**src/rtl/hsv_pkg.sv**
```systemverilog
// Shared constants, encodings and reciprocal-table generators for the RGB565->HSV
// front end. The colour classifier uses the same generators for its thresholds.
package hsv_pkg;

  localparam int HUE_MAX    = 360;
  localparam int RECIP_FRAC = 10;

  typedef enum logic [1:0] {
    SEL_R = 2'd0,
    SEL_G = 2'd1,
    SEL_B = 2'd2
  } sel_t;

  typedef enum logic {
    FIRST  = 1'b0,
    SECOND = 1'b1
  } phase_t;

  // Rounded integer division; a zero denominator yields table entry 0.
  function automatic int recip_round(input int num, input int den);
    if (den == 0) return 0;
    return (2 * num + den) / (2 * den);
  endfunction

  function automatic int recip60_entry(input int d, input int frac);
    return recip_round(60 << frac, d);
  endfunction

  function automatic int recip31_entry(input int m, input int frac);
    return recip_round(31 << frac, m);
  endfunction

  function automatic logic [8:0] hue_base(input sel_t sel);
    case (sel)
      SEL_G:   return 9'd120;
      SEL_B:   return 9'd240;
      default: return 9'd0;
    endcase
  endfunction

endpackage

```
**src/rtl/hsv_recip_rom.sv**
```systemverilog
// Two 32-entry constant reciprocal ROMs: RECIP60[d] scales hue, RECIP31[m] scales
// saturation. Contents are elaborated from the package generators.
module hsv_recip_rom
  import hsv_pkg::*;
#(
  parameter int FRAC = 10,
  localparam int W   = FRAC + 6
) (
  input  logic [4:0]   delta,
  input  logic [4:0]   max_val,
  output logic [W-1:0] recip60,
  output logic [W-1:0] recip31
);

  logic [W-1:0] rom60 [32];
  logic [W-1:0] rom31 [32];

  for (genvar i = 0; i < 32; i++) begin : g_rom
    assign rom60[i] = W'(recip60_entry(i, FRAC));
    assign rom31[i] = W'(recip31_entry(i, FRAC));
  end

  assign recip60 = rom60[delta];
  assign recip31 = rom31[max_val];

endmodule

```
**src/rtl/rgb565_to_hsv.sv**
```systemverilog
// Camera byte-pair assembler plus 3-stage RGB565->HSV pipeline feeding the ball
// classifier. Define RGB_DEBUG_EN to add the dbg_rgb565 source-pixel output.
module rgb565_to_hsv
  import hsv_pkg::*;
#(
  parameter int H_PIXELS   = 640,
  parameter int RECIP_FRAC = hsv_pkg::RECIP_FRAC
) (
  input  logic       clk,
  input  logic       rst_n,
  input  logic [7:0] cam_data,
  input  logic       cam_byte_valid,
  input  logic       cam_href,
  input  logic       cam_vsync,
  output logic [8:0] hue,
  output logic [4:0] saturation,
  output logic [4:0] value,
  output logic       write,
  output logic [9:0] horiz_count
`ifdef RGB_DEBUG_EN
  ,
  output logic [15:0] dbg_rgb565
`endif
);

  localparam int RW = RECIP_FRAC + 6;
  localparam int PW = RW + 6;
  localparam logic [PW-1:0] ROUND    = PW'(1 << (RECIP_FRAC - 1));
  localparam logic [9:0]    LINE_END = 10'(H_PIXELS);

  phase_t     phase, phase_next;
  logic [7:0] hi_byte;
  logic       href_d;
  logic [9:0] pix_cnt;
  logic       accept, issue, line_flush;

  assign accept     = cam_byte_valid && cam_href && !cam_vsync;
  assign issue      = accept && (phase == SECOND) && (pix_cnt < LINE_END);
  assign line_flush = cam_vsync || (href_d && !cam_href);

  always_ff @(posedge clk) begin
    if (!rst_n) phase <= FIRST;
    else        phase <= phase_next;
  end

  // Losing href or seeing vsync discards any half-assembled pixel.
  always_comb begin
    phase_next = phase;
    if (cam_vsync || !cam_href) begin
      phase_next = FIRST;
    end else if (cam_byte_valid) begin
      phase_next = (phase == FIRST) ? SECOND : FIRST;
    end
  end

  always_ff @(posedge clk) begin
    if (!rst_n) begin
      hi_byte <= 8'd0;
      href_d  <= 1'b0;
      pix_cnt <= 10'd0;
    end else begin
      href_d <= cam_href;
      if (accept && phase == FIRST) hi_byte <= cam_data;
      if (line_flush)  pix_cnt <= 10'd0;
      else if (issue)  pix_cnt <= pix_cnt + 10'd1;
    end
  end

  // The green LSB of RGB565 is not carried into the 5-bit HSV domain.
  logic unused_g_lsb;
  assign unused_g_lsb = cam_data[5];

  logic [4:0]        r5, g5, b5, max_c, min_c;
  sel_t              sel_c;
  logic signed [5:0] diff_c;

  assign r5 = hi_byte[7:3];
  assign g5 = {hi_byte[2:0], cam_data[7:6]};
  assign b5 = cam_data[4:0];

  always_comb begin
    sel_c  = SEL_R;
    max_c  = r5;
    diff_c = $signed({1'b0, g5}) - $signed({1'b0, b5});
    if (r5 >= g5 && r5 >= b5) begin
      sel_c  = SEL_R;
      max_c  = r5;
      diff_c = $signed({1'b0, g5}) - $signed({1'b0, b5});
    end else if (g5 >= b5) begin
      sel_c  = SEL_G;
      max_c  = g5;
      diff_c = $signed({1'b0, b5}) - $signed({1'b0, r5});
    end else begin
      sel_c  = SEL_B;
      max_c  = b5;
      diff_c = $signed({1'b0, r5}) - $signed({1'b0, g5});
    end
    min_c = r5;
    if (g5 < min_c) min_c = g5;
    if (b5 < min_c) min_c = b5;
  end

  logic              s1_valid;
  logic [4:0]        s1_max, s1_delta;
  sel_t              s1_sel;
  logic signed [5:0] s1_diff;
  logic [9:0]        s1_cnt;

  always_ff @(posedge clk) begin
    if (!rst_n) begin
      s1_valid <= 1'b0;
      s1_max   <= 5'd0;
      s1_delta <= 5'd0;
      s1_sel   <= SEL_R;
      s1_diff  <= 6'sd0;
      s1_cnt   <= 10'd0;
    end else begin
      s1_valid <= issue;
      if (issue) begin
        s1_max   <= max_c;
        s1_delta <= max_c - min_c;
        s1_sel   <= sel_c;
        s1_diff  <= diff_c;
        s1_cnt   <= pix_cnt;
      end
    end
  end

  logic [RW-1:0] recip60, recip31;
  logic [4:0]    abs_diff;
  logic [PW-1:0] mag_prod, sat_prod;

  hsv_recip_rom #(.FRAC(RECIP_FRAC)) u_rom (
    .delta   (s1_delta),
    .max_val (s1_max),
    .recip60 (recip60),
    .recip31 (recip31)
  );

  assign abs_diff = s1_diff[5] ? 5'(-s1_diff) : s1_diff[4:0];
  assign mag_prod = PW'(abs_diff) * PW'(recip60) + ROUND;
  assign sat_prod = PW'(s1_delta) * PW'(recip31) + ROUND;

  logic       s2_valid, s2_zero, s2_neg;
  logic [4:0] s2_max;
  sel_t       s2_sel;
  logic [6:0] s2_mag;
  logic [5:0] s2_sat;
  logic [9:0] s2_cnt;

  always_ff @(posedge clk) begin
    if (!rst_n) begin
      s2_valid <= 1'b0;
      s2_zero  <= 1'b0;
      s2_neg   <= 1'b0;
      s2_max   <= 5'd0;
      s2_sel   <= SEL_R;
      s2_mag   <= 7'd0;
      s2_sat   <= 6'd0;
      s2_cnt   <= 10'd0;
    end else begin
      s2_valid <= s1_valid && !cam_vsync;
      if (s1_valid) begin
        s2_zero <= (s1_delta == 5'd0);
        s2_neg  <= s1_diff[5];
        s2_max  <= s1_max;
        s2_sel  <= s1_sel;
        s2_mag  <= 7'(mag_prod >> RECIP_FRAC);
        s2_sat  <= 6'(sat_prod >> RECIP_FRAC);
        s2_cnt  <= s1_cnt;
      end
    end
  end

  // Hue may fall below zero only in the red sector; wrap it into 0..359.
  logic signed [10:0] hue_raw, hue_fix;

  always_comb begin
    hue_raw = $signed({2'b00, hue_base(s2_sel)}) +
              (s2_neg ? -$signed({4'b0000, s2_mag}) : $signed({4'b0000, s2_mag}));
    hue_fix = hue_raw;
    if (hue_raw < 11'sd0) begin
      hue_fix = hue_raw + $signed(11'(HUE_MAX));
    end else if (hue_raw >= $signed(11'(HUE_MAX))) begin
      hue_fix = hue_raw - $signed(11'(HUE_MAX));
    end
  end

  logic out_load;
  assign out_load = s2_valid && !cam_vsync;

  always_ff @(posedge clk) begin
    if (!rst_n) begin
      write       <= 1'b0;
      hue         <= 9'd0;
      saturation  <= 5'd0;
      value       <= 5'd0;
      horiz_count <= 10'd0;
    end else begin
      write <= out_load;
      if (out_load) begin
        horiz_count <= s2_cnt;
        value       <= s2_max;
        if (s2_zero) begin
          hue        <= 9'd0;
          saturation <= 5'd0;
        end else begin
          hue        <= 9'(hue_fix);
          saturation <= (s2_sat > 6'd31) ? 5'd31 : s2_sat[4:0];
        end
      end
    end
  end

`ifdef RGB_DEBUG_EN
  logic [15:0] s1_px, s2_px;

  always_ff @(posedge clk) begin
    if (!rst_n) begin
      s1_px      <= 16'd0;
      s2_px      <= 16'd0;
      dbg_rgb565 <= 16'd0;
    end else begin
      if (issue)    s1_px      <= {hi_byte, cam_data};
      if (s1_valid) s2_px      <= s1_px;
      if (out_load) dbg_rgb565 <= s2_px;
    end
  end
`endif

endmodule
```
**config.mk**
```make
export PLATFORM = sky130hd
export DESIGN_NAME = rgb565_to_hsv
export DESIGN_NICKNAME = d
export VERILOG_FILES = /design/src/rtl/hsv_pkg.sv /design/src/rtl/hsv_recip_rom.sv /design/src/rtl/rgb565_to_hsv.sv
export SDC_FILE = /design/constraint.sdc
export NUM_CORES = 1
export LEC_CHECK = 0
export ABC_AREA = 1
export ABC_CLOCK_PERIOD_IN_PS = 5400
export CAP_MARGIN = 15
export CORE_MARGIN = 1
export CORE_UTILIZATION = 60
export CTS_BUF_LIST = sky130_fd_sc_hd__clkbuf_4
export CTS_CLUSTER_DIAMETER = 50
export DETAILED_ROUTE_END_ITERATION = 12
export PLACE_DENSITY = 0.88
export REMOVE_ABC_BUFFERS = 1
export SYNTH_ARGS = -nofsm -noshare
export SYNTH_HDL_FRONTEND = slang
export SYNTH_SLANG_ARGS = --single-unit
```
**constraint.sdc**
```tcl
create_clock -name clk -period 5.4 [get_ports clk]
set_clock_uncertainty 0.15 [all_clocks]
set_input_delay 0.54 -clock clk [delete_from_list [all_inputs] [get_ports clk]]
set_output_delay 0.54 -clock clk [all_outputs]
set_load 0.02 [all_outputs]
```
Word-level counts from Yosys, hierarchy flattened
Memories as Yosys holds them, arrays and structs flattened. Index checks and enable logic that the tools add are counted.

Memories kept: 2. Bits in read-only memories: 1024. Logic and storage cells: 93. Flip-flop bits (word level): 112. Input bits: 13. Output and inout port bits: 30.

Memories: (no name shown) (words 32, width 16, rd ports 1, clocked after memory_dff 0, wr ports 0, line hsv_recip_rom.sv:23) `assign recip60 = rom60[delta];`; (no name shown) (words 32, width 16, rd ports 1, clocked after memory_dff 0, wr ports 0, line hsv_recip_rom.sv:24) `assign recip31 = rom31[max_val];`.

Bitwise logic cells: 4. Order comparisons: 11. Mux-type cells: 21. $mul: 2. Reductions and logical operators: 16. $add $sub $neg: 12. Eq/ne operators: 2.

Operators with widths (count): $mux 16 (4); $mux 5 (7); $mux 9 (3); $sub 5x5->6 (3); $add 17x10->17 const B (1); $mul 5x16->17 (1); $add 16x10->16 const B (1); $mul 5x16->16 (1); $pmux 8 s2 (1); $ge 5x5->1 (3); $ge 6x6->1 const B (2); $mux 6 (2); $not 5->6 (2); $add 9x11->11 (1); $ge 11x10->1 const B (1); $lt 11x1->1 const B (1); $mux 11 (1); $neg 7->11 (1); $add 10x1->10 const B (1); $lt 10x10->1 const B (1); $lt 5x5->1 (2); $add 9x9->9 const B (1); $logic_and 1x1->1 (9); $sub 9x9->9 const B (1); other kinds (12) (17).

Logic depth before layout (Yosys ltp)
Gate-level depths: netlist of run 1.

Depth after elaboration: 7. Gate-level depth with buffers: 30. Mapped depth without buffers: 30.

Hierarchy
Synthesis of run 1 repeated with hierarchy kept, for this count alone.

Cell total of the unflattened synthesis: 1730. Area total of the unflattened synthesis: 11483.5 µm².

By module, submodules not included: rgb565_to_hsv (times used 1, area each 10226.1 µm², cells an instance 1478, seq. area each 2242.2 µm²); hsv_recip_rom (times used 1, area each 1257.5 µm², cells an instance 252, seq. area each 0.0 µm²).

Least setup slack after synthesis of run 1
OpenSTA, ideal clock, no wires.

Path type: register -> register. Start point: reg s1_delta[1]. End point: reg s2_mag[6]. Stages on the path, launching flop included: 23. Data required time: 5.124 ns. Data arrival time: 4.717 ns. Period minus slack after synthesis: 4.993 ns. Setup slack: 0.407 ns. Path through: dfxtp_1 inv_2 buf_1 ha_1 nor2_1 nor2_1 o311ai_0 nor2_1 fa_1 fa_1 inv_1 fa_1 inv_1 ha_1 nand2_1 nor4_1 nand4_1 nand2_2 nand2_1 nand2_2 nand3_1 nand2_1 a21oi_2.

Longest elaborated chain between the ends: 6.

RTL lines: from (decl) (line rgb565_to_hsv.sv:104) `logic [4:0] s1_max, s1_delta;`; from (signal assigned) (line rgb565_to_hsv.sv:121) `s1_delta <= max_c - min_c;`; $not 5->6 (implied by the code) (line hsv_recip_rom.sv:23); $mem_v2 32x16; $mux 16 (implied by the code) (2 in a row) (line hsv_recip_rom.sv:23); $mul 5x16->17 (line rgb565_to_hsv.sv:141) `assign mag_prod = PW'(abs_diff) * PW'(recip60) + ROUND;`; $add 17x10->17 (line rgb565_to_hsv.sv:141); to (signal assigned) (line rgb565_to_hsv.sv:168) `s2_mag <= 7'(mag_prod >> RECIP_FRAC);`; to (decl) (line rgb565_to_hsv.sv:147) `logic [6:0] s2_mag;`.

Every way passes these cells. The select of a mux whose other input is x is not followed. A chain may end at the register's enable or synchronous reset.

Worst setup path in the final report of run 1
Start point: reg s1_delta[2]. End point: reg s2_mag[4].

The elaborated chain is that of the path after synthesis.

==> reports/metrics.yaml, run 1 <==
run_status:
  status: "complete, no violations"
sta:
  hold_viol: 0
  fin_tns_setup_ns: 0
  fin_ws_ns: 0.258
  fmax_mhz: 194
  fin_crit_ns: 5.14
  slew_headroom_pct: 36.2
  finalMaxSlewViolations: 0
  whs_ns: 0.316
  setup_viol: 0
  worstMarginPinSlew_ns: 0.957
  min_period_over_period_pct: 95.2
die:
  core_area_um2: 18300
  die_x_um: 140
  dieArea_um2: 19500
  die_height_um: 140
  num_rows: 49
  io_pins: 43
  start_util_pct: 62.3
setup_path:
  arrival_ns: 5.42
  path_class: "reg2reg"
  cp_slowest_stage_delay_ns: 0.56
  required_ns: 5.67
  path_delay_family: "adder cells"
  crit_fanout: 21
  startpoint: "s1_delta[2]"
  slowest_stage: "dfxtp_2"
  r2r-start: "s1_delta[2]"
  crit_chain: "inv_4, nor2_1, nor2_1, o311ai_0, buf_4, nor2_1, fa_1, fa_1, inv_1, fa_1, inv_1, ha_1, nand2_1, nor4_2, nand4_1, nand2_2, nand2_1, nand2_1, nor2_1, o21ai_1, inv_1"
  end_kind: "flip-flop"
  critPathBufInv: 5
  cpMostUsedCell: "nor2_1"
  start_kind: "flip-flop"
min_path:
  worstHoldPathType: "reg2reg"
  hp-start: "s1_cnt[3]"
layout:
  mostFrequentLayoutCell: "nand2_1"
  fin_cells: 1917
  num-nets-final: 1878
  area_delta_synth_final_pct: 7.35
  drive_gt1_share_pct: 6.99
  final_area_um2: 12200
  final_util_pct: 66.8
  final_cell_mix: "287 x nand2_1, 286 x inv_1, 218 x nor2_1"
placement:
  post-place-cells: 1900
  preCtsSetupSlack_ns: 0.0646
  port_buffers: 42
  dpl.hpwl_um: 21700
  place.gp.congestion: 0.972
  placed_cell_area_um2: 12000
grt:
  grt_max_degree: 65
  track_usage_pct: 29.6
  grt_use_met1_pct: 40.0
  grt_pass1_wl_um: 47200
  grt_pass1_vias: 10000
  grt_remaining_overflow: 0
  top_usage_layer: "met2"
  grtUsageMet2_pct: 48.8
  grt_antenna_before_repair: 1
  gr-usage-met3_pct: 4.23
cts:
  clk_latency_ns: 0.51
  cts_sinks: 112
  cts_tree: "built"
  cts_buffers: 9
  clockBufferDepth: 2
  clock-root-buffer: "clkbuf_4"
  clk_pin_slew_ns: 0.19
  cts_max_level: 3
  cts_setup_buffers: 0
synthesis:
  synth.top_cell.area_share_pct: 19.7
  yosysSeqAreaShare_pct: 19.7
  async_flop_share_pct: 0
  synth_area_um2: 11400
  postSynthAreaPerCell_um2: 6.84
  synth_edf_count: 0
  synth_cells: 1663
  synth_area_leader_cell: "dfxtp_1"
  synth_ff_type: "dfxtp_1"
  synthTopCellsByArea: "dfxtp_1 20%, fa_1 13%, ha_1 12%, inv_1 9.5%, nand2_1 9.5%"
  ys_ff_latch: 112
  yosysWarnings: 0
  synthDistinctLibCells: 59
route:
  antenna_left: 0
  vias_per_cell: 5.59
  wire_per_inst_um: 14.6
  route.detailed.drc: 0
  num_vias: 10700
  routed_wl_um: 28100
  drt_iter0_drc: 864
  drt_pass1_iterations: 8
power:
  finalPower_mw: 1.66
  ir_drop_mv: 0.133
  p_per_area_nw_per_um2: 136
  leakagePower_nw: 5.67
flow_run:
  drv_cap: 0
[power breakdown]
part	switching, mW	internal, mW	leakage (nW)	total [mW]
Sequential	0.00680	0.832	0.907	0.839
Clock	0.323	0.201	0.0988	0.524
Combinational	0.193	0.110	4.67	0.302
[registers in the layout, summed over array words and instances, names as in the netlist, 7 cells and up]
register     flops
horiz_count     10
pix_cnt         10
s1_cnt          10
s2_cnt          10
hue              9
hi_byte          8
s2_mag           7
[synth_stat cells (17+ instances only)]
cell and n:
a21oi_1 111, clkbuf_1 37, dfxtp_1 112, fa_1 76, ha_1 107, inv_1 288, inv_2 17, nand2_1 287
nand2_2 19, nand3_1 89, nor2_1 219, nor3_1 21, o21ai_0 125
[worst min-delay path, delay by kind of cell (launching register included)]
family          cells  cell delay (ns)
buf+inv             1             0.06
flops               1             0.33
compound gates      1             0.05
[what timing repair did]
action                                  4_1_cts  5_1_grt
hold buffers                                  0        0
resized for setup                             0       19
endpoints found under the setup margin        0       10
[final timing paths]
path | cells after the start | slack, ns | to
worst max register to register | 21 | 0.26 | s2_mag[4]
worst max-delay path | 21 | 0.26 | s2_mag[4]
worst min register to register | 2 | 0.32 | s1_cnt[3]
worst min-delay path | 2 | 0.32 | s1_cnt[3]
[kinds of logic after synthesis]
logic type                 synth area share (%)
buffers and inverters                      12.5
adders and majority gates                  25.1
and+or+nand+nor                            25.4
DFF                                        19.7
xor gates and xnor gates                   2.04
AOI/OAI and AO/OA                          15.2
[area by class of cell]
class | count | area [um^2]
clock buffer | 9 | 67.6
sequential | 112 | 2260
antenna | 1 | 2.50
timing repair buffer | 59 | 543
fill | 1565 | 6060
multi-input combinational | 1189 | 7740
inverter | 311 | 1180
clock inverter | 7 | 129
tap | 229 | 287
[per-layer routing]
layer | wire [um] | up-vias
met5 | 0 | -
met4 | 710 | 0
met3 | 1830 | 48
met2 | 12900 | 383
met1 | 12600 | 4973
li1 | - | 5316
Power figures use the tool's default switching activity.
==> inputs of run 2 (changes only) <==
Settings changed: PLACE_DENSITY 0.88 to 0.85.
==> run 2 against run 1 <==
Sequential power barely moved. Sequential share of layout area fell by 0.092 points. Power fell by 3.9%. Sequential cell count did not move.
==> reports/metrics.yaml, run 2 (synthesis gave the netlist of run 1 again) <==
setup_path:
  slowest_stage: "fa_1"  # was dfxtp_2
  end_kind: "flip-flop"  # unchanged
  arrival_ns: 5.29  # was 5.42 ns
  required_ns: 5.63  # was 5.67 ns
  critPathBufInv: 5  # unchanged
  path_delay_family: "adder cells"  # unchanged
  r2r_cells: 24  # was 21
  path_class: "reg2reg"  # unchanged
  path_depth: 24  # was 21
  reg2reg_slack_ns: 0.34  # was 0.26 ns
  cp_slowest_stage_delay_ns: 0.54  # was 0.56 ns
  crit_fanout: 7  # was 21
  crit_chain: "inv_2, ha_1, nand2_1, inv_1, o21ai_0, o21ai_0, a221oi_2, inv_1, nor2_1, fa_1, fa_1, inv_1, fa_1, inv_1, ha_1, nand2_1, nor4_1, nand4_1, nand2_2, nand2_1, nand2_2, nand3_1, nand2_1, a21oi_2"  # was inv_4, nor2_1, nor2_1, o311ai_0, buf_4, nor2_1, fa_1, fa_1, inv_1, fa_1, inv_1, ha_1, nand2_1, nor4_2, nand4_1, nand2_2, nand2_1, nand2_1, nor2_1, o21ai_1, inv_1
  start_kind: "flip-flop"  # unchanged
sta:
  finalMaxSlewViolations: 0  # unchanged
  worstMarginPinSlew_ns: 0.917  # was 0.957 ns
  fin_crit_ns: 5.06  # was 5.14 ns
  fin_ws_ns: 0.339  # was 0.258 ns
  fin_tns_setup_ns: 0  # unchanged
  setup_viol: 0  # unchanged
  hold_viol: 0  # unchanged
  slew_headroom_pct: 38.7  # was 36.2%
  fmax_mhz: 198  # was 194 MHz
  grt_setup_unrepaired: "false"
  min_period_over_period_pct: 93.7  # was 95.2%
layout:
  regArea_um2: 2250  # was 2260 um^2
  final_util_pct: 66.9  # was 66.8%
  nFillCells: 1585  # was 1565
  multi_input_area_um2: 7730  # was 7740 um^2
  antennaDiodeCount: 0  # was 1
  drive_gt1_share_pct: 7.47  # was 6.99%
  final_cell_mix: "287 x inv_1, 287 x nand2_1, 218 x nor2_1"  # was 287 x nand2_1, 286 x inv_1, 218 x nor2_1
  num-nets-final: 1890  # was 1878
  area_delta_synth_final_pct: 7.47  # was 7.35%
placement:
  dpl.hpwl_um: 22500  # was 21700 um
  place.gp.congestion: 1.02  # was 0.972
  port_buffers: 42  # unchanged
  preCtsSetupSlack_ns: 0.276  # was 0.0646 ns
die:
  io_pins: 43  # unchanged
  dieArea_um2: 19500  # unchanged
  core_area_um2: 18300  # unchanged
  num_rows: 49  # unchanged
  die_x_um: 140  # unchanged
  die_height_um: 140  # unchanged
  start_util_pct: 62.3  # unchanged
route:
  vias_per_cell: 5.60  # was 5.59
  num_vias: 10800  # was 10700
  wire_per_inst_um: 14.7  # was 14.6 um
  drt_pass1_iterations: 5  # was 8
  antenna_left: 0  # unchanged
  routed_wl_um: 28300  # was 28100 um
  route.detailed.drc: 0  # unchanged
  drt_iter0_drc: 769  # was 864
grt:
  grt_pass1_wl_um: 47900  # was 47200 um
  grt_pass1_vias: 10300  # was 10000
  grt_antenna_before_repair: 0  # was 1
  track_usage_pct: 29.8  # was 29.6%
  grt_remaining_overflow: 0  # unchanged
  grt_max_degree: 64  # was 65
min_path:
  worstHoldPathType: "in2reg"  # was reg2reg
  min_path_cells: 3  # was 2
cts:
  cts_buffers: 9  # unchanged
  cts_tree: "built"  # unchanged
  clk_pin_slew_ns: 0.19  # about the same
  cts_max_level: 3  # unchanged
  cts_sinks: 112  # unchanged
  clk_latency_ns: 0.48  # was 0.51 ns
  clockBufferDepth: 2  # unchanged
  cts-hold-fix-buffers: 0  # unchanged
  cts_setup_buffers: 0  # unchanged
  clock-root-buffer: "clkbuf_4"  # unchanged
power:
  sequentialPowerShare_pct: 52.5  # was 50.4%
  p_comb_share_pct: 19.8  # was 18.1%
  ir_drop_mv: 0.148  # was 0.133 mV
  p_int_mw: 1.10  # was 1.14 mW
  leakagePower_nw: 5.71  # was 5.67 nW
  pwr-share-clk_pct: 27.7  # was 31.5%
  swShare_pct: 31.2  # was 31.4%
  p_per_area_nw_per_um2: 131  # was 136 nW/um^2
  p_sw_mw: 0.500  # was 0.522 mW
run_status:
  status: "complete, no violations"  # unchanged
flow_run:
  drv_cap: 0  # unchanged
-- run 2: cell type report --
class / count / area share (%)
clock buffer: 10 / 0.614
clock inverter: 6 / 0.614
inverter: 311 / 9.61
multi-input combinational: 1189 / 63.3
sequential: 112 / 18.4
tap: 229 / 2.34
timing repair buffer: 71 / 5.18
-- run 2: power groups by stage --
stage | combinational [mW] | clock (mW) | sequential, mW
6_report | 0.317 | 0.443 | 0.840
5_1_grt | 0.356 | 0.485 | 0.841
3_5_place_dp | 0.308 | 0 | 0.857
3_3_place_gp | 0.302 | 0 | 0.857
2_1_floorplan | 0.219 | 0 | 0.855
4_1_cts | 0.311 | 0.453 | 0.839
-- run 2: through the flow --
| stage | std cells | power [mW] | area (um^2) | hold WS (ns) |
|---|---|---|---|---|
| final | 1928 | 1.60 | 12200 | 0.273 |
| after global routing | 1928 | 1.68 | 12200 | 0.244 |
| after CTS | 1928 | 1.60 | 12200 | 0.248 |
| after detailed placement | 1912 | 1.16 | 12000 | 0.297 |
| after global placement | 1912 | 1.16 | 12000 | 0.293 |
| after floorplan | 1612 | 1.07 | 11100 | 0.274 |
-- run 2: per-layer routing --
metal / wire [um] / vias up / GRT usage [%]
li1: - / 5356 / -
met1: 12500 / 5007 / 39.2
met2: 13500 / 371 / 51.7
met3: 1600 / 65 / 3.20
met4: 650 / 0 / 8.21
met5: 0 / - / 0
-- run 2: worst paths after layout --
check,endpoint,startpoint
setup / recovery,s2_mag[6],s1_delta[0]
hold / removal,saturation[2],rst_n
hold reg to reg,horiz_count[1],s2_cnt[1]
setup reg to reg,s2_mag[6],s1_delta[0]
-- run 2: timing repair --
action	4_1_cts	5_1_grt
gates resized for setup	0	10
endpoints found under the setup margin	0	10
hold endpoints to repair	0	0
-- run 2: worst min-delay path, stage by stage --
cell and delay (ns):
buf_2 0.12, clkinv_1 0.17, a21oi_1 0.06
==> inputs of run 3 (changes only) <==
Settings changed: ABC_CLOCK_PERIOD_IN_PS 5400 to default, CORE_MARGIN 1 to default.
==> results of run 3 <==
The final DEF is identical to that of run 2; final timing and power are the same.
